`src/rtl/regfile_wb_arbiter.sv`:
```
// Write-port controller for the 32x32 register file: round-robin writeback
// arbitration across ALU/LSU/MUL plus the per-register busy scoreboard.
module regfile_wb_arbiter #(
    parameter int DATA_W = 32,
    parameter int ADDR_W = 5
) (
    input  logic                  clk,
    input  logic                  rst_n,
    input  logic [2:0]            req_valid,
    input  logic [3*ADDR_W-1:0]   req_rd,
    input  logic [3*DATA_W-1:0]   req_data,
    output logic [2:0]            req_ready,
    output logic                  wb_en,
    output logic [ADDR_W-1:0]     wb_rd,
    output logic [DATA_W-1:0]     wb_data,
    input  logic                  issue_en,
    input  logic [ADDR_W-1:0]     issue_rd,
    input  logic [ADDR_W-1:0]     rs1_index,
    input  logic [ADDR_W-1:0]     rs2_index,
    output logic                  rs1_busy,
    output logic                  rs2_busy,
    output logic [(2**ADDR_W)-1:0] busy
);

    localparam int NREG = 2 ** ADDR_W;

    logic [1:0]        rr_last_r;
    logic [2:0]        grant_s;
    logic [1:0]        grant_idx_s;
    logic              hs_s;
    logic [ADDR_W-1:0] sel_rd_s;
    logic [DATA_W-1:0] sel_data_s;
    logic              wb_en_r;
    logic [ADDR_W-1:0] wb_rd_r;
    logic [DATA_W-1:0] wb_data_r;
    logic [NREG-1:0]   busy_r;
    logic [NREG-1:0]   busy_next_s;

    // Round-robin search starting one past the last granted requester.
    always_comb begin
        grant_s = 3'b000;
        case (rr_last_r)
            2'd0: begin
                if (req_valid[1])      grant_s = 3'b010;
                else if (req_valid[2]) grant_s = 3'b100;
                else if (req_valid[0]) grant_s = 3'b001;
                else                   grant_s = 3'b000;
            end
            2'd1: begin
                if (req_valid[2])      grant_s = 3'b100;
                else if (req_valid[0]) grant_s = 3'b001;
                else if (req_valid[1]) grant_s = 3'b010;
                else                   grant_s = 3'b000;
            end
            default: begin
                if (req_valid[0])      grant_s = 3'b001;
                else if (req_valid[1]) grant_s = 3'b010;
                else if (req_valid[2]) grant_s = 3'b100;
                else                   grant_s = 3'b000;
            end
        endcase
    end

    // Grants are suppressed while reset is held so nothing handshakes in reset.
    assign req_ready = rst_n ? grant_s : 3'b000;
    assign hs_s      = |(req_valid & req_ready);

    // Encode the grant and select the winning requester's payload.
    always_comb begin
        grant_idx_s = 2'd0;
        sel_rd_s    = req_rd[0 +: ADDR_W];
        sel_data_s  = req_data[0 +: DATA_W];
        case (req_ready)
            3'b010: begin
                grant_idx_s = 2'd1;
                sel_rd_s    = req_rd[ADDR_W +: ADDR_W];
                sel_data_s  = req_data[DATA_W +: DATA_W];
            end
            3'b100: begin
                grant_idx_s = 2'd2;
                sel_rd_s    = req_rd[2*ADDR_W +: ADDR_W];
                sel_data_s  = req_data[2*DATA_W +: DATA_W];
            end
            default: begin
                grant_idx_s = 2'd0;
                sel_rd_s    = req_rd[0 +: ADDR_W];
                sel_data_s  = req_data[0 +: DATA_W];
            end
        endcase
    end

    // Last-granted pointer; reset value 2 gives requester 0 first priority.
    always_ff @(posedge clk or negedge rst_n) begin
        if (!rst_n) begin
            rr_last_r <= 2'd2;
        end else if (hs_s) begin
            rr_last_r <= grant_idx_s;
        end
    end

    // Writeback register stage; x0 requests are consumed without a write.
    always_ff @(posedge clk or negedge rst_n) begin
        if (!rst_n) begin
            wb_en_r   <= 1'b0;
            wb_rd_r   <= {ADDR_W{1'b0}};
            wb_data_r <= {DATA_W{1'b0}};
        end else if (hs_s) begin
            wb_en_r   <= (sel_rd_s != {ADDR_W{1'b0}});
            wb_rd_r   <= sel_rd_s;
            wb_data_r <= sel_data_s;
        end else begin
            wb_en_r   <= 1'b0;
        end
    end

    // Scoreboard update: clear on commit, then set on issue so a new producer wins.
    always_comb begin
        busy_next_s = busy_r;
        if (wb_en_r) begin
            busy_next_s[wb_rd_r] = 1'b0;
        end else begin
            busy_next_s = busy_r;
        end
        if (issue_en && (issue_rd != {ADDR_W{1'b0}})) begin
            busy_next_s[issue_rd] = 1'b1;
        end else begin
            busy_next_s[0] = 1'b0;
        end
        busy_next_s[0] = 1'b0;
    end

    // Scoreboard state register.
    always_ff @(posedge clk or negedge rst_n) begin
        if (!rst_n) begin
            busy_r <= {NREG{1'b0}};
        end else begin
            busy_r <= busy_next_s;
        end
    end

    assign wb_en    = wb_en_r;
    assign wb_rd    = wb_rd_r;
    assign wb_data  = wb_data_r;
    assign busy     = busy_r;
    assign rs1_busy = busy_r[rs1_index];
    assign rs2_busy = busy_r[rs2_index];

endmodule

```
`config.mk`:
```
export PLATFORM = sky130hd
export DESIGN_NAME = regfile_wb_arbiter
export DESIGN_NICKNAME = d
export VERILOG_FILES = /design/src/rtl/regfile_wb_arbiter.sv
export SDC_FILE = /design/constraint.sdc
export NUM_CORES = 1
export LEC_CHECK = 0
export CELL_PAD_IN_SITES_DETAIL_PLACEMENT = 1
export CELL_PAD_IN_SITES_GLOBAL_PLACEMENT = 1
export CORE_ASPECT_RATIO = 0.8
export CORE_MARGIN = 5
export CORE_UTILIZATION = 31
export CTS_CLUSTER_SIZE = 30
export DETAILED_ROUTE_END_ITERATION = 16
export PLACE_DENSITY_LB_ADDON = 0.3
export SLEW_MARGIN = 5
export SYNTH_ARGS = -nofsm -noshare
export SYNTH_HDL_FRONTEND = slang
export SYNTH_SLANG_ARGS = --single-unit
```
`constraint.sdc`:
```
create_clock -name clk -period 3.6 [get_ports clk]
set_input_delay 0.54 -clock clk [delete_from_list [all_inputs] [get_ports clk]]
set_output_delay 0.54 -clock clk [all_outputs]
set_load 0.01 [all_outputs]
```
==> run summary <==
Average vias per placed instance: 5.56
Xor/xnor cell area share of the yosys netlist: 0
Post-synth top flop: dfrtp_1
Count of antenna-violating nets left after detailed routing: 0
Non-Filler Instances: 757
Aggregate routed wire length: 16800 um
Post-CTS Resized: 0
Path type of the worst min-delay path: input pin to asynchronous set/reset pin
Clock insertion delay at the later pin of the skew report: 0.33 ns
Cell Int Power: 2.48 mW
DR iter-0 viols: 284
Initial Util: 0.318
Placed Cells incl. Taps: 741
F_max: 299 MHz
Net count after synthesis: 514
Final TNS setup: 0 ns
Ports: 207
Switching power share of the total: 0.339
FF-to-FF setup slack: 1.44 ns
Leakage power: 2.41 nW
Period utilization: 0.930
Power share of the clock group: 0.256
Antenna diode count: 0
Netlist Area Pre-Place: 3880 um^2
Arr. time, crit path: 2.81 ns
Setup bufs post-CTS: 0
Number of placement rows: 36
Post-synthesis register bit count: 71
Fin nets: 713
Share of synthesized registers carrying an async set or reset: 1.00
Setup repair after global routing missed its margin: false
CTS tree: yes
First-pass DRT Iterations: 5
Number of clock buffers inserted by TritonCTS: 9
Most frequent standard cell in the layout excluding fill and tap cells: clkdlybuf4s50_1
Fraction of the yosys area taken by sequential cells: 0.459
Initial antenna violation count: 0
Commonest cells after routing, fill and taps aside: 204 x clkdlybuf4s50_1, 70 x dfrtp_1, 56 x o21ai_0
Slew @ Worst Pin: 0.917 ns
Setup violation total in the final timing report: 0
Number of failing hold endpoints at the final stage: 0
Cell Pwr Density: 588 nW/um^2
Port Buffer Count: 205
Via Count: 4209
CP Max Fanout: 6
Run status: finished clean
Final Hold Slack: 0.0956 ns
Routability Congestion: 0.859
Register clock-pin slew on the reported worst setup and hold paths: 0.06 ns
Total congestion overflow after global routing: 0
Setup Skew: 0.00374 ns
Via count of the first global-routing pass: 4641
Area enclosed by the die boundary: 14900 um^2
Peak supply drop: 0.000337 V
Switching Power: 1.27 mW
Origin of the worst setup path: rs1_index[0]
Maximum capacitance violations: 0
Data required, critical path: 3.06 ns
Post-route total power: 3.75 mW
CP endpoint kind: primary output
Width of the die: 135 um
Final cell utilization of the core: 0.522
Remaining max-slew budget at the tightest pin: 0.389
Unique cell type count in the Yosys netlist: 46
Kind of start point of the critical path: input pin
Fill cell count: 1355
Synthesized area divided by synthesized cell count: 10.1 um^2
Overall global routing resource usage: 0.228
Core region area: 12200 um^2
Residual DRC: 0
Proportion of power drawn by combinational gates: 0.380
Largest family of logic cells by synthesized area: compound AO/OA/AOI/OAI gates
Hold buffers post-CTS: 0
Clock sink total: 71
Origin of the critical flop-to-flop path: rr_last_r[1]$_DFFE_PN1P_
Multiplexer share of the synthesized area: 0.0801
WL per Instance: 22.2 um
Layout overhead on the synthesized area: 64.4%
Wire length of the first global-routing pass: 26100 um
Fraction of the mapped netlist area in adder cells: 0
Synth warn: 0
Sequential share of power: 0.364
Die height: 110 um
H-tree levels: 3
Cells after Synth: 382
Clk buf depth: 2
Crit Path Class: input pin to primary output
Largest net degree at the start of global routing: 57
Fraction of layout cells with a size suffix above 1: 0.0853
Hpwl dp: 12900 um
Time the final worst path needs with I/O delays and setup: 3.35 ns
Number of enable-type register cells in the synthesized netlist: 0
Share of the synthesized area in compound gates (AO/OA/AOI/OAI): 0.282
Final number of max-transition violations: 0
Cell at the root of the clock tree: clkbuf_16
Simple-gate area share of the yosys netlist: 0.131
==> cell families (layout without fill, tap and decap cells) <==
| kind of cell | count (synthesis) | in the layout |
|---|---|---|
| AOI/OAI and AO/OA | 163 | 163 |
| and+or+nand+nor | 98 | 98 |
| DFF | 71 | 71 |
| buffers and inverters | 31 | 235 |
| muxes | 18 | 18 |
| other | 1 | 1 |
==> layout make-up <==
cell class | instances | area, um^2 | area share
inverters | 4 | 15.0 | 0.00236
repair buffers | 215 | 2120 | 0.333
flip-flops and latches | 71 | 1780 | 0.279
multi-input cells | 280 | 1920 | 0.301
clock buffers | 9 | 225 | 0.0353
clock inverters | 7 | 96.3 | 0.0151
well taps | 171 | 214 | 0.0336
==> layer usage <==
layer  up-vias  routed length (um)  global-route usage
met1      2111                6530               0.268
met5         -                   0                   0
met4         0                 317              0.0698
met2       177                8410               0.392
met3        25                1560              0.0876
li1       1896                   -                   -
==> per-stage QoR <==
stage | area, um^2 | worst slack (ns)
final | 6370 | 0.251
after detailed placement | 6050 | 0.239
after CTS | 6370 | 0.227
after global routing | 6370 | 0.125
after global placement | 6050 | 0.293
after floorplan | 3880 | 1.29
==> state kept, by name (all words and copies together), names as in the netlist <==
| signal | flops |
|---|---|
| busy | 31 |
| wb_rd | 5 |
| wb_en | 1 |
| wb_data | 32 |
| rr_last_r | 2 |
==> worst max-delay path, cell delays in order <==
cell,delay [ns]
clkdlybuf4s50_1,0.70
mux4_2,0.55
mux2_2,0.28
a31oi_1,0.18
nand2_1,0.07
clkdlybuf4s50_1,0.48
==> synthesized netlist by cell type (all sizes together) (8+ instances only) <==
library cell,number,area [um^2]
dfrtp,70,1750
o21ai,62,310
nor2,33,124
a21oi,26,130
a222oi,22,220
a22oi,22,165
nand2,22,82.6
buf,16,126
clkbuf,11,41.3
mux4,10,225
nand3b,10,75.1
nand3,8,40.0
==> final timing paths <==
kind,endpoint,cells past startpoint
setup / recovery,rs1_busy,6
hold / removal,rr_last_r[0]$_DFFE_PN0P_,1
setup reg to reg,wb_en$_DFF_PN0_,4
hold reg to reg,wb_data[1]$_DFFE_PN0P_,2
max in group asynchronous,busy[22]$_DFF_PN0_,2
min in group clk,wb_data[1]$_DFFE_PN0P_,2
==> power groups by stage <==
stage          sequential [mW]  combinational [mW]  clock [mW]
2_1_floorplan             1.34               0.510           0
3_3_place_gp              1.35                1.38           0
3_5_place_dp              1.36                1.43           0
4_1_cts                   1.35                1.44       0.980
5_1_grt                   1.40                1.53        1.02
6_report                  1.37                1.42       0.960
Power figures use the tool's default switching activity.
